[src/rtl/fft_reader.sv]
// fft_reader: read-side sequencer for the FFT result register file.
// On start it walks every bin address, samples the combinational real/imag
// read data and streams it out over a valid/ready handshake, marking the last
// bin and pulsing done when that bin is accepted downstream.
// Optional build macro BITREV_EN: read the register file in bit-reversed
// address order so decimation-ordered results come out in natural bin order.
module fft_reader #(
  parameter int NPOINT = 256,
  parameter int AW     = 8,
  parameter int DW     = 40
) (
  input  logic          clk,
  input  logic          reset,
  input  logic          start,
  input  logic          abort,
  output logic          busy,
  output logic          done,
  output logic [AW-1:0] fft_addr,
  output logic          fft_wren,
  input  logic [DW-1:0] rd_datr,
  input  logic [DW-1:0] rd_dati,
  output logic [DW-1:0] out_r,
  output logic [DW-1:0] out_i,
  output logic [AW-1:0] out_idx,
  output logic          out_valid,
  input  logic          out_ready,
  output logic          out_last
);

  typedef enum logic [0:0] {
    IDLE = 1'b0,
    RUN  = 1'b1
  } state_t;

  // cnt is one bit wider than the address so CNT_END means "no bins pending"
  localparam logic [AW:0]   CNT_END  = (AW+1)'(NPOINT);
  localparam logic [AW-1:0] LAST_IDX = AW'(NPOINT - 1);

  // Bin counter to register-file address
  function automatic logic [AW-1:0] map_addr(input logic [AW-1:0] c);
    logic [AW-1:0] r;
`ifdef BITREV_EN
    for (int b = 0; b < AW; b++) begin
      r[b] = c[AW-1-b];
    end
`else
    r = c;
`endif
    return r;
  endfunction

  state_t        state_r, state_n;
  logic [AW:0]   cnt_r, cnt_n;
  logic          busy_r, busy_n;
  logic          done_r, done_n;
  logic [DW-1:0] out_r_r, out_r_n;
  logic [DW-1:0] out_i_r, out_i_n;
  logic [AW-1:0] out_idx_r, out_idx_n;
  logic          out_valid_r, out_valid_n;
  logic          out_last_r, out_last_n;
  logic          cnt_pending_s;
  logic          load_s;
  logic          accept_s;

  // Handshake qualifiers shared by the next-state logic
  always_comb begin
    cnt_pending_s = (cnt_r != CNT_END);
    accept_s      = out_valid_r & out_ready;
    load_s        = cnt_pending_s & (~out_valid_r | out_ready);
  end

  // Next-state and next-output logic; abort outranks frame end and load
  always_comb begin
    state_n     = state_r;
    cnt_n       = cnt_r;
    busy_n      = busy_r;
    done_n      = 1'b0;
    out_r_n     = out_r_r;
    out_i_n     = out_i_r;
    out_idx_n   = out_idx_r;
    out_valid_n = out_valid_r;
    out_last_n  = out_last_r;
    case (state_r)
      IDLE: begin
        if (start) begin
          state_n = RUN;
          cnt_n   = {(AW+1){1'b0}};
          busy_n  = 1'b1;
        end else begin
          busy_n = 1'b0;
        end
      end
      RUN: begin
        if (abort) begin
          state_n     = IDLE;
          cnt_n       = {(AW+1){1'b0}};
          busy_n      = 1'b0;
          out_valid_n = 1'b0;
        end else if (accept_s && out_last_r) begin
          state_n     = IDLE;
          cnt_n       = {(AW+1){1'b0}};
          busy_n      = 1'b0;
          out_valid_n = 1'b0;
          done_n      = 1'b1;
        end else if (load_s) begin
          out_r_n     = rd_datr;
          out_i_n     = rd_dati;
          out_idx_n   = cnt_r[AW-1:0];
          out_last_n  = (cnt_r[AW-1:0] == LAST_IDX);
          out_valid_n = 1'b1;
          cnt_n       = cnt_r + (AW+1)'(1);
        end else if (accept_s) begin
          out_valid_n = 1'b0;
        end else begin
          out_valid_n = out_valid_r;
        end
      end
      default: begin
        state_n     = IDLE;
        cnt_n       = {(AW+1){1'b0}};
        busy_n      = 1'b0;
        out_valid_n = 1'b0;
      end
    endcase
  end

  // State and output registers
  always_ff @(posedge clk or negedge reset) begin
    if (!reset) begin
      state_r     <= IDLE;
      cnt_r       <= {(AW+1){1'b0}};
      busy_r      <= 1'b0;
      done_r      <= 1'b0;
      out_r_r     <= {DW{1'b0}};
      out_i_r     <= {DW{1'b0}};
      out_idx_r   <= {AW{1'b0}};
      out_valid_r <= 1'b0;
      out_last_r  <= 1'b0;
    end else begin
      state_r     <= state_n;
      cnt_r       <= cnt_n;
      busy_r      <= busy_n;
      done_r      <= done_n;
      out_r_r     <= out_r_n;
      out_i_r     <= out_i_n;
      out_idx_r   <= out_idx_n;
      out_valid_r <= out_valid_n;
      out_last_r  <= out_last_n;
    end
  end

  // Read address follows the bin counter while a frame runs, parks at 0 otherwise
  always_comb begin
    if (state_r == RUN) begin
      fft_addr = map_addr(cnt_r[AW-1:0]);
    end else begin
      fft_addr = {AW{1'b0}};
    end
  end

  assign fft_wren  = 1'b0;
  assign busy      = busy_r;
  assign done      = done_r;
  assign out_r     = out_r_r;
  assign out_i     = out_i_r;
  assign out_idx   = out_idx_r;
  assign out_valid = out_valid_r;
  assign out_last  = out_last_r;

endmodule
[config.mk]
export PLATFORM = sky130hd
export DESIGN_NAME = fft_reader
export DESIGN_NICKNAME = d
export VERILOG_FILES = /design/src/rtl/fft_reader.sv
export SDC_FILE = /design/constraint.sdc
export NUM_CORES = 1
export LEC_CHECK = 0
export ABC_CLOCK_PERIOD_IN_PS = 6200
export CAP_MARGIN = 30
export CELL_PAD_IN_SITES_DETAIL_PLACEMENT = 1
export CELL_PAD_IN_SITES_GLOBAL_PLACEMENT = 1
export CORE_MARGIN = 2
export CORE_UTILIZATION = 36
export DETAILED_ROUTE_END_ITERATION = 12
export DONT_BUFFER_PORTS = 1
export GPL_TIMING_DRIVEN = 0
export PLACE_DENSITY = 0.61
export SLEW_MARGIN = 0
export SYNTH_ARGS = -nofsm -noshare
export SYNTH_HDL_FRONTEND = slang
export SYNTH_SLANG_ARGS = --single-unit
[constraint.sdc]
create_clock -name clk -period 6.2 [get_ports clk]
set_input_delay 1.86 -clock clk [delete_from_list [all_inputs] [get_ports clk]]
set_output_delay 1.86 -clock clk [all_outputs]
set_load 0.01 [all_outputs]
==> results.yml <==
route:
  wire_per_inst_um: 20.9
  vias: 2327
  wl_met2_um: 4740
  wl_met3_um: 949
  wl_um: 9610
  drtPass1Iterations: 4
  drc: 0
  ant_nets: 0
  via_per_inst: 5.07
  top_layer_used: "met4"
  initialDrtViolationCount: 82
  wl_met1_um: 3750
critical_path:
  startpoint: "state_r"
  worstPathArrival_ns: 1.31
  r2r-start: "cnt_r[5]"
  timing.rr.end: "out_idx[2]"
  reg2reg_setup_slack_ns: 3.76
  cp.required_ns: 4.34
  start_kind: "register"
  path_class: "register to primary output"
  r2r_cells: 4
  critPathMaxFanout: 10
  end_kind: "primary output"
min_path:
  hold_depth: 2
  hp-start: "busy"
  min_to: "busy"
  min_path_type: "register to register"
placement:
  dp_slack_ns: 2.89
  place_hpwl_um: 6740
  io_buffers: 0
  place.gp.congestion: 0.727
logic_synthesis:
  synthArstFlopShare_pct: 100
  yosysSeqAreaShare_pct: 56.4
  ys_types: 33
  synth.net_count: 362
  yosys-top-cells-area: "dfrtp_1 (56%), mux2_4 (30%), buf_12 (4.0%)"
  synth_seq_cells: 102
  yosysTopAreaCell: "dfrtp_1"
  synth-edff-count: 0
  syn_area_per_cell_sq_um: 16.5
  synth_warnings: 0
  synth_common_cells: "dfrtp_1 (102), mux2_4 (89), buf_12 (9), and2_1 (8), nand2_1 (8)"
  synth-main-ff-cell: "dfrtp_1"
  synth_area_sq_um: 4530
  synthCells: 275
  yosysMostFrequentCell: "dfrtp_1"
  synth_top_area_share_pct: 56.4
global_route:
  grt_pass1_vias: 2499
  antenna_found_initial: 0
  grt_use_total_pct: 13.9
  grt_pass1_wl_um: 14000
  grt_start_max_net_pins: 103
  grt-ovfl-total: 0
die:
  die_h_um: 116
  row_count: 40
  initial_core_util_pct: 37.2
  die_w_um: 116
  ios: 186
  core_sq_um: 12200
  fp.dieArea_sq_um: 13500
sta:
  setup_viol: 0
  slew_headroom_pct: 44.0
  tightestPinTransition_ns: 0.837
  holdWs_ns: 0.560
  drv_slew: 0
  fin_crit_sh_pct: 51.1
  rsz0062_at_grt: "no"
  hold_viol: 0
  timing.final.ws_setup_ns: 3.03
  post-route-min-period_ns: 3.17
  fin_skew_ns: 0.00909
  max_freq_ghz: 0.316
  tns_ns: 0
cts:
  cts_tree: "yes"
  path_clk_slew_ns: 0.07
  ctsResizeCount: 0
  clockBufferDepth: 2
  htree_levels: 3
  cts_buffers: 9
  clk_latency_ns: 0.35
  holdBufCountCts: 0
  cts_root_buffer: "clkbuf_16"
  cts_setup_buffers: 0
  clock_sinks: 102
cells_and_area:
  drive_gt1_share_pct: 40.5
  final_nets: 373
  syn_to_final_growth_pct: 11.4
  num-fill-cells: 1237
  multi_input_area_sq_um: 1760
  n_antenna_cell: 0
  seq_area_sq_um: 2550
job:
  maxCapViolCount: 0
power_and_ir_drop:
  peakVddDrop_v: 0.000132
  leakage_nw: 2.45
  powerDensity_nw_per_um2: 412
outcome:
  status: "finished clean"
[critical path, stage by stage, from the launching register on]
cell	delay (ns)
dfrtp_1	0.38
clkbuf_1	0.31
and2_1	0.27
[through the flow]
step           cells  utilization, %  area (sq um)  total power, mW
2_1_floorplan    275               -          4530             1.42
3_3_place_gp     443            39.0          4740             1.51
3_5_place_dp     443            39.0          4740             1.52
4_1_cts          459            41.5          5040             2.11
5_1_grt          459            41.5          5040             2.19
6_report         459            41.5          5040             2.08
[area by class of cell]
class | instances | area share [%]
Buffer | 12 | 3.87
Clock buffer | 10 | 4.74
Clock inverter | 6 | 1.34
Inverter | 6 | 0.446
Multi-Input combinational cell | 155 | 34.8
Sequential cell | 102 | 50.6
Tap cell | 168 | 4.17
[flip-flops by register name, summed over array words and instances (netlist names)]
signal,count
busy,1
cnt_r,9
done,1
out_i,40
out_idx,8
out_last,1
out_r,40
out_valid,1
state_r,1
[routing by layer]
layer | GRT usage, % | vias up
met4 | 6.19 | 0
met1 | 16.1 | 1200
met2 | 23.2 | 116
met3 | 4.88 | 13
li1 | - | 998
met5 | 0 | -
[how the worst max path moves through the flow]
stage                        to  slack [ns]  depth (start not counted)
floorplan              out_i[0]        3.08                          5
global placement     out_idx[3]        2.88                          5
detailed placement   out_idx[2]        2.89                          5
CTS                 fft_addr[0]        3.00                          2
global route        fft_addr[0]        2.91                          2
finish              fft_addr[0]        3.03                          2
[cell families after synthesis]
| kind of cell | count (synthesis) | synth area share, % |
|---|---|---|
| fa+ha+maj | 2 | 0.553 |
| simple gates | 40 | 4.97 |
| buf+inv | 18 | 4.81 |
| other cells | 1 | 0.0828 |
| compound gates | 22 | 3.48 |
| mux | 90 | 29.7 |
| flops | 102 | 56.4 |
[power breakdown]
group / internal, mW / total (mW) / switching (mW)
Clock: 0.326 / 0.576 / 0.250
Sequential: 0.857 / 1.10 / 0.243
Combinational: 0.291 / 0.400 / 0.109
[placed cells by master, fill, tap and decap left out, types with 5 or more instances in the layout]
| cell type | count |
|---|---|
| dfrtp_1 | 102 |
| buf_12 | 9 |
| a21oi_1 | 5 |
| nand2_1 | 8 |
| inv_1 | 6 |
| and2_1 | 8 |
| nand2b_1 | 5 |
| nand3_1 | 5 |
| mux2_4 | 89 |
| clkbuf_16 | 9 |
Power figures use the tool's default switching activity.
